==> src/rtl/fp32_adder_seq_pkg.sv <==
// Shared state encoding and binary32 constants for the sequential FP32 adder.
package fp32_adder_seq_pkg;

  typedef enum logic [2:0] {
    IDLE,
    ALIGN,
    ADD,
    NORM,
    ROUND,
    DONE
  } state_t;

  localparam int          FP32_EXP_BIAS  = 127;
  localparam int          FP32_EXP_MAX   = 255;
  localparam logic [31:0] FP32_QNAN      = 32'h7FC00000;
  localparam int          FP32_ALIGN_CAP = 27;

endpackage

==> src/rtl/fp32_adder_seq_lzc.sv <==
// Leading-zero counter over the 28-bit pre-normalisation sum (28 when all zero).
module fp32_lzc (
  input  logic [27:0] d,
  output logic [4:0]  cnt
);

  // Later (higher) indices override, so the most significant set bit wins.
  always_comb begin
    cnt = 5'd28;
    for (int i = 0; i < 28; i++) begin
      if (d[i]) cnt = 5'(27 - i);
    end
  end

endmodule

==> src/rtl/fp32_adder_seq.sv <==
// Multi-cycle binary32 adder: IDLE→ALIGN→ADD→NORM→ROUND→DONE, RNE rounding, flush-to-zero.
module fp32_adder_seq
  import fp32_adder_seq_pkg::*;
(
  input  logic        clk,
  input  logic        rst,
  input  logic        in_valid,
  output logic        in_ready,
  input  logic [31:0] a,
  input  logic [31:0] b,
  output logic [31:0] result,
  output logic        out_valid,
  input  logic        out_ready
);

  state_t state_reg, state_next;

  always_ff @(posedge clk or posedge rst) begin
    if (rst) state_reg <= IDLE;
    else     state_reg <= state_next;
  end

  always_comb begin
    state_next = state_reg;
    case (state_reg)
      IDLE:    if (in_valid) state_next = ALIGN;
      ALIGN:   state_next = ADD;
      ADD:     state_next = NORM;
      NORM:    state_next = ROUND;
      ROUND:   state_next = DONE;
      DONE:    if (out_ready) state_next = IDLE;
      default: state_next = IDLE;
    endcase
  end

  assign in_ready  = (state_reg == IDLE);
  assign out_valid = (state_reg == DONE);

  // Unpack: denormals become zero significands; specials resolved up front.
  logic        a_nan, b_nan, a_inf, b_inf, special_in;
  logic [31:0] special_val_in;
  logic [23:0] a_sig, b_sig;

  always_comb begin
    a_nan      = (&a[30:23]) & (|a[22:0]);
    b_nan      = (&b[30:23]) & (|b[22:0]);
    a_inf      = (&a[30:23]) & ~(|a[22:0]);
    b_inf      = (&b[30:23]) & ~(|b[22:0]);
    a_sig      = (a[30:23] == 8'd0) ? 24'd0 : {1'b1, a[22:0]};
    b_sig      = (b[30:23] == 8'd0) ? 24'd0 : {1'b1, b[22:0]};
    special_in = a_nan | b_nan | a_inf | b_inf;
    if (a_nan | b_nan | (a_inf & b_inf & (a[31] ^ b[31]))) special_val_in = FP32_QNAN;
    else if (a_inf)                                        special_val_in = {a[31], 8'hFF, 23'd0};
    else                                                   special_val_in = {b[31], 8'hFF, 23'd0};
  end

  logic               sa_reg, sb_reg, special_reg;
  logic [7:0]         ea_reg, eb_reg;
  logic [23:0]        ma_reg, mb_reg;
  logic [31:0]        special_val_reg;
  logic               sign_big_reg, sign_small_reg, sign_reg, zero_reg;
  logic [7:0]         big_e_reg;
  logic [26:0]        big_x_reg, small_x_reg, m_reg;
  logic [27:0]        sum_reg;
  logic signed [9:0]  e_reg;
  logic [31:0]        result_reg;

  // Alignment: larger magnitude first, smaller shifted right with sticky collapse.
  logic        a_big, big_s, small_s;
  logic [7:0]  big_e, small_e, diff;
  logic [23:0] big_m, small_m;
  logic [4:0]  sh;
  logic [53:0] wide;
  logic [26:0] small_aligned;

  always_comb begin
    a_big   = {ea_reg, ma_reg} >= {eb_reg, mb_reg};
    big_s   = a_big ? sa_reg : sb_reg;
    small_s = a_big ? sb_reg : sa_reg;
    big_e   = a_big ? ea_reg : eb_reg;
    small_e = a_big ? eb_reg : ea_reg;
    big_m   = a_big ? ma_reg : mb_reg;
    small_m = a_big ? mb_reg : ma_reg;
    diff    = big_e - small_e;
    sh      = (diff > 8'(FP32_ALIGN_CAP)) ? 5'(FP32_ALIGN_CAP) : diff[4:0];
    wide    = {small_m, 3'b000, 27'd0} >> sh;
    small_aligned = {wide[53:28], wide[27] | (|wide[26:0])};
  end

  logic [4:0] lz, lz_m1;
  fp32_lzc u_lzc (.d(sum_reg), .cnt(lz));
  assign lz_m1 = lz - 5'd1;

  // Round: m_reg[26:3] significand, [2] guard, [1] round, [0] sticky.
  logic              round_up;
  logic [24:0]       rsig;
  logic signed [9:0] rexp;
  logic [22:0]       frac;
  logic [31:0]       packed_res;

  always_comb begin
    round_up = m_reg[2] & (m_reg[1] | m_reg[0] | m_reg[3]);
    rsig     = {1'b0, m_reg[26:3]} + 25'(round_up);
    rexp     = e_reg + $signed({9'd0, rsig[24]});
    frac     = rsig[24] ? rsig[23:1] : rsig[22:0];
    if (special_reg)                          packed_res = special_val_reg;
    else if (zero_reg || rexp <= 10'sd0)      packed_res = {sign_reg, 31'd0};
    else if (rexp >= 10'(FP32_EXP_MAX))       packed_res = {sign_reg, 8'hFF, 23'd0};
    else                                      packed_res = {sign_reg, rexp[7:0], frac};
  end

  always_ff @(posedge clk or posedge rst) begin
    if (rst) begin
      sa_reg <= 1'b0; sb_reg <= 1'b0; ea_reg <= '0; eb_reg <= '0;
      ma_reg <= '0; mb_reg <= '0; special_reg <= 1'b0; special_val_reg <= '0;
      sign_big_reg <= 1'b0; sign_small_reg <= 1'b0; big_e_reg <= '0;
      big_x_reg <= '0; small_x_reg <= '0; sum_reg <= '0;
      sign_reg <= 1'b0; zero_reg <= 1'b0; m_reg <= '0; e_reg <= '0;
      result_reg <= '0;
    end else begin
      case (state_reg)
        IDLE: if (in_valid) begin
          sa_reg <= a[31]; ea_reg <= a[30:23]; ma_reg <= a_sig;
          sb_reg <= b[31]; eb_reg <= b[30:23]; mb_reg <= b_sig;
          special_reg <= special_in; special_val_reg <= special_val_in;
        end
        ALIGN: begin
          sign_big_reg <= big_s; sign_small_reg <= small_s; big_e_reg <= big_e;
          big_x_reg <= {big_m, 3'b000}; small_x_reg <= small_aligned;
        end
        ADD: begin
          logic [27:0] s;
          s = (sign_big_reg == sign_small_reg) ? {1'b0, big_x_reg} + {1'b0, small_x_reg}
                                               : {1'b0, big_x_reg} - {1'b0, small_x_reg};
          sum_reg  <= s;
          zero_reg <= (s == 28'd0);
          // Exact cancellation gives +0; only -0 + -0 keeps the minus sign.
          sign_reg <= (s == 28'd0) ? (sign_big_reg & sign_small_reg) : sign_big_reg;
        end
        NORM: begin
          if (sum_reg[27]) begin
            m_reg <= {sum_reg[27:2], sum_reg[1] | sum_reg[0]};
            e_reg <= $signed({2'b00, big_e_reg}) + 10'sd1;
          end else begin
            m_reg <= sum_reg[26:0] << lz_m1;
            e_reg <= $signed({2'b00, big_e_reg}) - $signed({5'd0, lz_m1});
          end
        end
        ROUND: result_reg <= packed_res;
        default: ;
      endcase
    end
  end

  assign result = result_reg;

endmodule

==> config.mk <==
export PLATFORM = sky130hd
export DESIGN_NAME = fp32_adder_seq
export DESIGN_NICKNAME = d
export VERILOG_FILES = /design/src/rtl/fp32_adder_seq_pkg.sv /design/src/rtl/fp32_adder_seq_lzc.sv /design/src/rtl/fp32_adder_seq.sv
export SDC_FILE = /design/constraint.sdc
export NUM_CORES = 1
export LEC_CHECK = 0
export ABC_AREA = 1
export CELL_PAD_IN_SITES_DETAIL_PLACEMENT = 1
export CELL_PAD_IN_SITES_GLOBAL_PLACEMENT = 1
export CORE_MARGIN = 1.5
export CORE_UTILIZATION = 35
export DETAILED_ROUTE_END_ITERATION = 16
export PLACE_DENSITY = 0.73
export SLEW_MARGIN = 5
export SYNTH_ARGS = -nofsm -noshare
export SYNTH_HDL_FRONTEND = slang
export SYNTH_SLANG_ARGS = --single-unit
==> constraint.sdc <==
create_clock -name clk -period 17.7 [get_ports clk]
set_clock_uncertainty 0.1 [all_clocks]
set_input_delay 1.77 -clock clk [delete_from_list [all_inputs] [get_ports clk]]
set_output_delay 1.77 -clock clk [all_outputs]
set_load 0.03 [all_outputs]
; Word level (Yosys, flattened, before mapping)
; Index checks and enable logic that the tools add are counted.
[word_totals]
ff_bits = 262
input_bits = 68
out_inout_bits = 34
[op_classes]
addsub = 8
order_cmp = 4
eq_ne = 8
shifts = 2
muxes = 50
n_bitwise = 19
reduce_logical = 12
[ops]
columns = op, count
row1 = 24-bit 2-to-1 mux, 4
row2 = 32-bit 2-to-1 mux, 3
row3 = 5-bit 2-to-1 mux, 17
row4 = 31-bit 2-to-1 mux, 2
row5 = 54-bit by 5-bit >> shifter with 54-bit output, 1
row6 = 23-bit OR reduction, 2
row7 = 32-bit >= comparator, 1
row8 = 4-bit 2-to-1 mux, 8
row9 = 27-bit by 27-bit adder with 28-bit output, 1
row10 = 28-bit logical NOT, 1
row11 = 28-bit 2-to-1 mux, 1
row12 = 27-bit by 27-bit subtractor with 28-bit output, 1
row13 = 27-bit 2-to-1 mux, 1
row14 = 27-bit OR reduction, 1
row15 = 27-bit by 5-bit << shifter with 27-bit output, 1
row16 = 24-bit by 1-bit adder with 25-bit output, 1
row17 = 23-bit 2-to-1 mux, 1
row18 = 3-bit 2-to-1 mux, 6
row19 = 3-bit one-hot mux with 6 select lines, 1
row20 = 8-bit logical NOT, 2
row21 = 8-bit 2-to-1 mux, 2
row22 = 8-bit AND reduction, 2
row23 = 10-bit by 2-bit adder with 10-bit output, 1
row24 = 10-bit by 9-bit >= comparator with 1-bit output (second input constant), 1
row25 = 21 further kinds, 41

; Longest topological paths before layout
[logic_depth]
word_depth = 31
depth_mapped = 39

; By module
; From an unflattened synthesis, not the netlist that was laid out.
[hier_totals]
hier_cells = 2511
hier_area_um2 = 17503.0
[by_module_without_submodules]
columns = mod, instances, cells_per_inst, area_per_inst_um2, seq_area_each_um2
row1 = fp32_adder_seq, 1, 2427, 17103.9, 5830.6
row2 = fp32_lzc, 1, 84, 399.1, 0.0

; Least setup slack after synthesis
; No wires, ideal clock.
[synth_timing]
path_kind = register to register
from = reg sum_reg[0]
to = reg e_reg[7]
setup_time_ns = 0.136
t_arrival_ns = 4.144
required_ns = 17.464
slack_ns = 13.321
stages_incl_launch_ff = 40
synth_period_minus_slack_ns = 4.379
path_cell_list = dfrtp_1 inv_1 o21ai_1 a21oi_1 o21ai_1 nand2_1 nand2_1 nand2_1 nand2_1 nand2_1 nand2_1 nand2_1 nand2_1 nand2_1 nand2_1 nand2_1 nand2_1 nand2_1 [... 4 more ...] nand2_1 nand3_1 nand2_1 clkbuf_1 inv_1 ha_1 xor2_1 clkbuf_1 ha_1 inv_1 nor2_1 nor2_1 nor2_1 o21ai_0 nand2_1 o21ai_0 xor2_1 o21ai_0
[synth_via]
elab_chain_cells = 31
[synth_rtl]
columns = element, line
row1 = from (decl), fp32_adder_seq.sv:64  ; logic [27:0] sum_reg;
row2 = from (signal assigned), fp32_adder_seq.sv:135  ; sum_reg <= s;
row3 = 3-bit 2-to-1 mux (4 in series), fp32_adder_seq_lzc.sv:11  ; if (d[i]) cnt = 5'(27 - i);
row4 = 4-bit 2-to-1 mux (8 in series), fp32_adder_seq_lzc.sv:11
row5 = 5-bit 2-to-1 mux (16 in series), fp32_adder_seq_lzc.sv:11
row6 = 5-bit by 1-bit subtractor with 5-bit output, fp32_adder_seq.sv:92  ; assign lz_m1 = lz - 5'd1;
row7 = 8-bit by 5-bit subtractor with 9-bit output, fp32_adder_seq.sv:146  ; e_reg <= $signed({2'b00, big_e_reg}) - $signed({5'd0, lz_m1});
row8 = 10-bit 2-to-1 mux, fp32_adder_seq.sv:141  ; if (sum_reg[27]) begin
row9 = to (signal assigned), fp32_adder_seq.sv:143  ; e_reg <= $signed({2'b00, big_e_reg}) + 10'sd1;
row10 = to (signal assigned), fp32_adder_seq.sv:146
row11 = to (decl), fp32_adder_seq.sv:65  ; logic signed [9:0] e_reg;
; Every way passes these cells.
; A chain may end at the register's enable or synchronous reset.

; Worst setup path after layout
[layout_timing]
from = reg eb_reg[0]
to = reg small_x_reg[0]
[layout_via]
elab_chain_cells = 8
word_cells_on_any_way = 10
[layout_rtl]
columns = element, line
row1 = from (decl), fp32_adder_seq.sv:58  ; logic [7:0] ea_reg, eb_reg;
row2 = from (signal assigned), fp32_adder_seq.sv:124  ; sb_reg <= b[31]; eb_reg <= b[30:23]; mb_reg <= b_sig;
row3 = 32-bit >= comparator, fp32_adder_seq.sv:77  ; a_big = {ea_reg, ma_reg} >= {eb_reg, mb_reg};
row4 = 8-bit 2-to-1 mux (on tied branches), "fp32_adder_seq.sv:80, fp32_adder_seq.sv:81"
row5 = 8-bit subtractor, fp32_adder_seq.sv:84  ; diff = big_e - small_e;
row6 = 8-bit by 5-bit > comparator with 1-bit output, fp32_adder_seq.sv:85  ; sh = (diff > 8'(FP32_ALIGN_CAP)) ? 5'(FP32_ALIGN_CAP) : diff[4:0];
row7 = 5-bit 2-to-1 mux, fp32_adder_seq.sv:85
row8 = 54-bit by 5-bit >> shifter with 54-bit output (*), fp32_adder_seq.sv:86  ; wide = {small_m, 3'b000, 27'd0} >> sh;
row9 = 27-bit OR reduction, fp32_adder_seq.sv:87  ; small_aligned = {wide[53:28], wide[27] | (|wide[26:0])};
row10 = 1-bit OR (*), fp32_adder_seq.sv:87
row11 = to (signal assigned), fp32_adder_seq.sv:129  ; big_x_reg <= {big_m, 3'b000}; small_x_reg <= small_aligned;
row12 = to (decl), fp32_adder_seq.sv:63  ; logic [26:0] big_x_reg, small_x_reg, m_reg;
; Every way passes the cells marked *; elsewhere a longest branch is shown, timed or not.

==> run_results.csv <==
group,metric,value,unit
cells_and_area,largest_register_ffs,32,
timing,setup_viol,0,
timing,slew-limit-headroom,33.4,%
cells_and_area,final_cell_area,20300,um^2
placed_design,place_area,19300,um^2
timing,period_share,37.6,%
die,ios,102,
global_route,antenna_found_initial,0,
cells_and_area,fin_nets,2821,
clock_network,clk_pin_slew,0.06,ns
timing,hold_violations,0,
detailed_routing,drc,0,
worst_setup_path,worstPathArrival,7.01,ns
placed_design,io_buffers,101,
timing,fin_hold_ws,0.393,ns
global_route,grt_pass1_wl,107,mm
detailed_routing,wl_per_cell,19.7,um
logic_synthesis,syn_nets,2781,
worst_setup_path,r2r-start,"eb_reg[0]",
logic_synthesis,ys_seq_elements,233,
detailed_routing,drtIter0Drc,939,
clock_network,cts_hold_buf,0,
clock_network,cts_setup_buffers,0,
timing,min_period,6.66,ns
detailed_routing,num_vias,18000,
die,die_h,228,um
worst_setup_path,cp_data_required_time,18.05,ns
detailed_routing,avgViaCountPerCell,5.36,
logic_synthesis,synth_area,17700,um^2
logic_synthesis,async_flop_share,100,%
timing,tightestPinTransition,0.997,ns
logic_synthesis,yosysSeqAreaShare,32.9,%
die,die_w,228,um
worst_setup_path,endpoint_kind,"register",
placed_design,dp_hpwl,51.9,mm
worst_setup_path,reg2regPathDepth,28,
clock_network,htree_levels,1,
timing,maxSlewViolCount,0,
logic_synthesis,yosysWarnings,0,
hold_path,hp-start,"sign_small_reg",
global_route,grt_max_degree,93,
logic_synthesis,synthDistinctLibCells,56,
timing,fmax,0.150,GHz
global_route,grt_pass1_vias,19100,
die,start_util,35.4,%
clock_network,clk_latency,0.59,ns
worst_setup_path,crit_path_start_kind,"register",
logic_synthesis,synth_edf_count,0,
worst_setup_path,crit_type,"register to register",
die,die-area,51900,um^2
die,placementRows,82,
worst_setup_path,slowest_delay,0.87,ns
timing,grt_setup_unrepaired,"no",
clock_network,tritoncts,"done",
logic_synthesis,synth_ff_type,"dfrtp_1",
run,drv_cap,0,
clock_network,cts_resized,0,
clock_network,clk_path_buf_depth,3,
detailed_routing,drtAntennaViolNets,0,
worst_setup_path,cp_max_fo,80,
cells_and_area,n_antenna_cell,0,
worst_setup_path,path_common_cell,"nand2_1",
clock_network,cts_buffers,31,
clock_network,numClockSinks,233,
hold_path,whs_path_depth,2,
global_route,grt_overflow,0,
worst_setup_path,cp-startpoint,"eb_reg[0]",
timing,setup_tns,0,ns
detailed_routing,firstDrtPassIters,5,
cells_and_area,synthToLayoutAreaGrowth,14.4,%
logic_synthesis,syn_area_per_cell,6.76,um^2
die,core,50100,um^2
hold_path,hp-class,"register to register",
cells_and_area,drive_above_1_share,4.21,%
worst_setup_path,cp_slowest_cell,"inv_1",
run_status,status,"finished, final reports clean",
detailed_routing,totalWireLength,66.1,mm
logic_synthesis,synth_cells,2619,
clock_network,cts_root_buf,"clkbuf_16",
global_route,grt_use_total,25.4,%
placed_design,gp_congestion,0.954,
[cells in the mapped netlist, types with 3 or more instances]
library cell / n / share of area (%)
a21boi_0: 10 / 0.42
a21oi_1: 119 / 3.4
a22oi_1: 8 / 0.34
a2bb2oi_1: 4 / 0.20
a31oi_1: 8 / 0.28
a32o_1: 7 / 0.40
and2_1: 3 / 0.11
buf_1: 6 / 0.13
buf_2: 12 / 0.34
buf_6: 7 / 0.45
clkbuf_1: 91 / 1.9
clkinv_1: 6 / 0.13
dfrtp_1: 233 / 33
ha_1: 92 / 6.5
inv_1: 367 / 7.8
inv_2: 7 / 0.15
nand2_1: 660 / 14
nand2_2: 6 / 0.21
nand3_1: 300 / 8.5
nand3_2: 7 / 0.40
nand3b_1: 9 / 0.38
nand4_1: 59 / 2.1
nor2_1: 148 / 3.1
nor3_1: 19 / 0.54
nor4_1: 18 / 0.64
o211ai_1: 8 / 0.34
o21ai_0: 229 / 6.5
o21ai_1: 7 / 0.20
o221ai_1: 11 / 0.54
o22ai_1: 61 / 2.2
o31ai_1: 9 / 0.38
or2_2: 4 / 0.14
xnor2_1: 3 / 0.15
xor2_1: 50 / 2.5
[stage by stage]
step	instances	util, %	setup slack, ns
after global routing	3354	40.5	10.34
after detailed placement	3298	38.5	11.15
after CTS	3354	40.5	11.09
after global placement	3298	38.5	11.38
after floorplan	2619	-	9.44
final	3354	40.5	11.04
[critical path: cells and delay by family, from the launching register on]
family / cells / cell delay [ns]
flip-flops: 1 / 0.39
AND/OR/NAND/NOR: 19 / 2.84
AO/OA/AOI/OAI: 2 / 0.22
buffers and inverters: 5 / 1.95
adder cells (fa/ha/maj): 2 / 0.99
[placed cells by master (no fill, tap or decap), types with 4 or more instances in the layout]
| cell type | count |
|---|---|
| a21boi_0 | 10 |
| a21oi_1 | 119 |
| a22oi_1 | 8 |
| a2bb2oi_1 | 4 |
| a31oi_1 | 8 |
| a32o_1 | 7 |
| buf_4 | 24 |
| clkbuf_1 | 8 |
| clkbuf_16 | 31 |
| clkbuf_8 | 8 |
| clkdlybuf4s50_1 | 101 |
| clkinv_1 | 6 |
| clkinv_2 | 4 |
| dfrtp_1 | 233 |
| ha_1 | 92 |
| inv_1 | 366 |
| inv_2 | 7 |
| nand2_1 | 660 |
| nand2_2 | 6 |
| nand3_1 | 300 |
| nand3_2 | 7 |
| nand3b_1 | 9 |
| nand4_1 | 59 |
| nor2_1 | 148 |
| nor3_1 | 16 |
| nor3_2 | 5 |
| nor4_1 | 18 |
| o211ai_1 | 8 |
| o21ai_0 | 229 |
| o21ai_1 | 5 |
| o221ai_1 | 11 |
| o22ai_1 | 61 |
| o31ai_1 | 9 |
| or2_2 | 4 |
| xor2_1 | 49 |
[cells by family (layout without fill, tap and decap cells)]
kind of cell | Yosys count | count (layout) | synth area share, %
buf+inv | 499 | 562 | 11.0
flops | 233 | 233 | 32.9
xor+xnor | 54 | 54 | 2.71
compound gates | 494 | 494 | 15.7
simple gates | 1245 | 1245 | 30.9
fa+ha+maj | 94 | 94 | 6.73
[layout make-up]
cell class | count | area (um^2)
fillers | 6509 | 29800
multi-input cells | 1887 | 9950
flip-flops and latches | 233 | 5830
inverters | 381 | 1440
repair buffers | 125 | 1190
clock buffers | 47 | 916
well taps | 672 | 841
clock inverters | 9 | 81.3
[metal layers]
metal	global-route usage, %	part of all wire (%)	vias to the layer above	wire, um
met2	46.8	51	311	33500
met5	0	0	-	0
met1	30.5	42	8799	27900
met3	2.09	2.8	117	1830
li1	-	-	8744	-
met4	9.95	4.4	0	2890
[worst paths after layout]
check                                  to  slack [ns]
max reg2reg                small_x_reg[0]       11.04
min                        sign_small_reg        0.39
max in group asynchronous       m_reg[25]       14.49
max                        small_x_reg[0]       11.04
min in group asynchronous       eb_reg[3]        1.54
min reg2reg                sign_small_reg        0.39
Power is not shown: default switching activity piles up to over one toggle a cycle in this logic, so the estimate is an artifact.
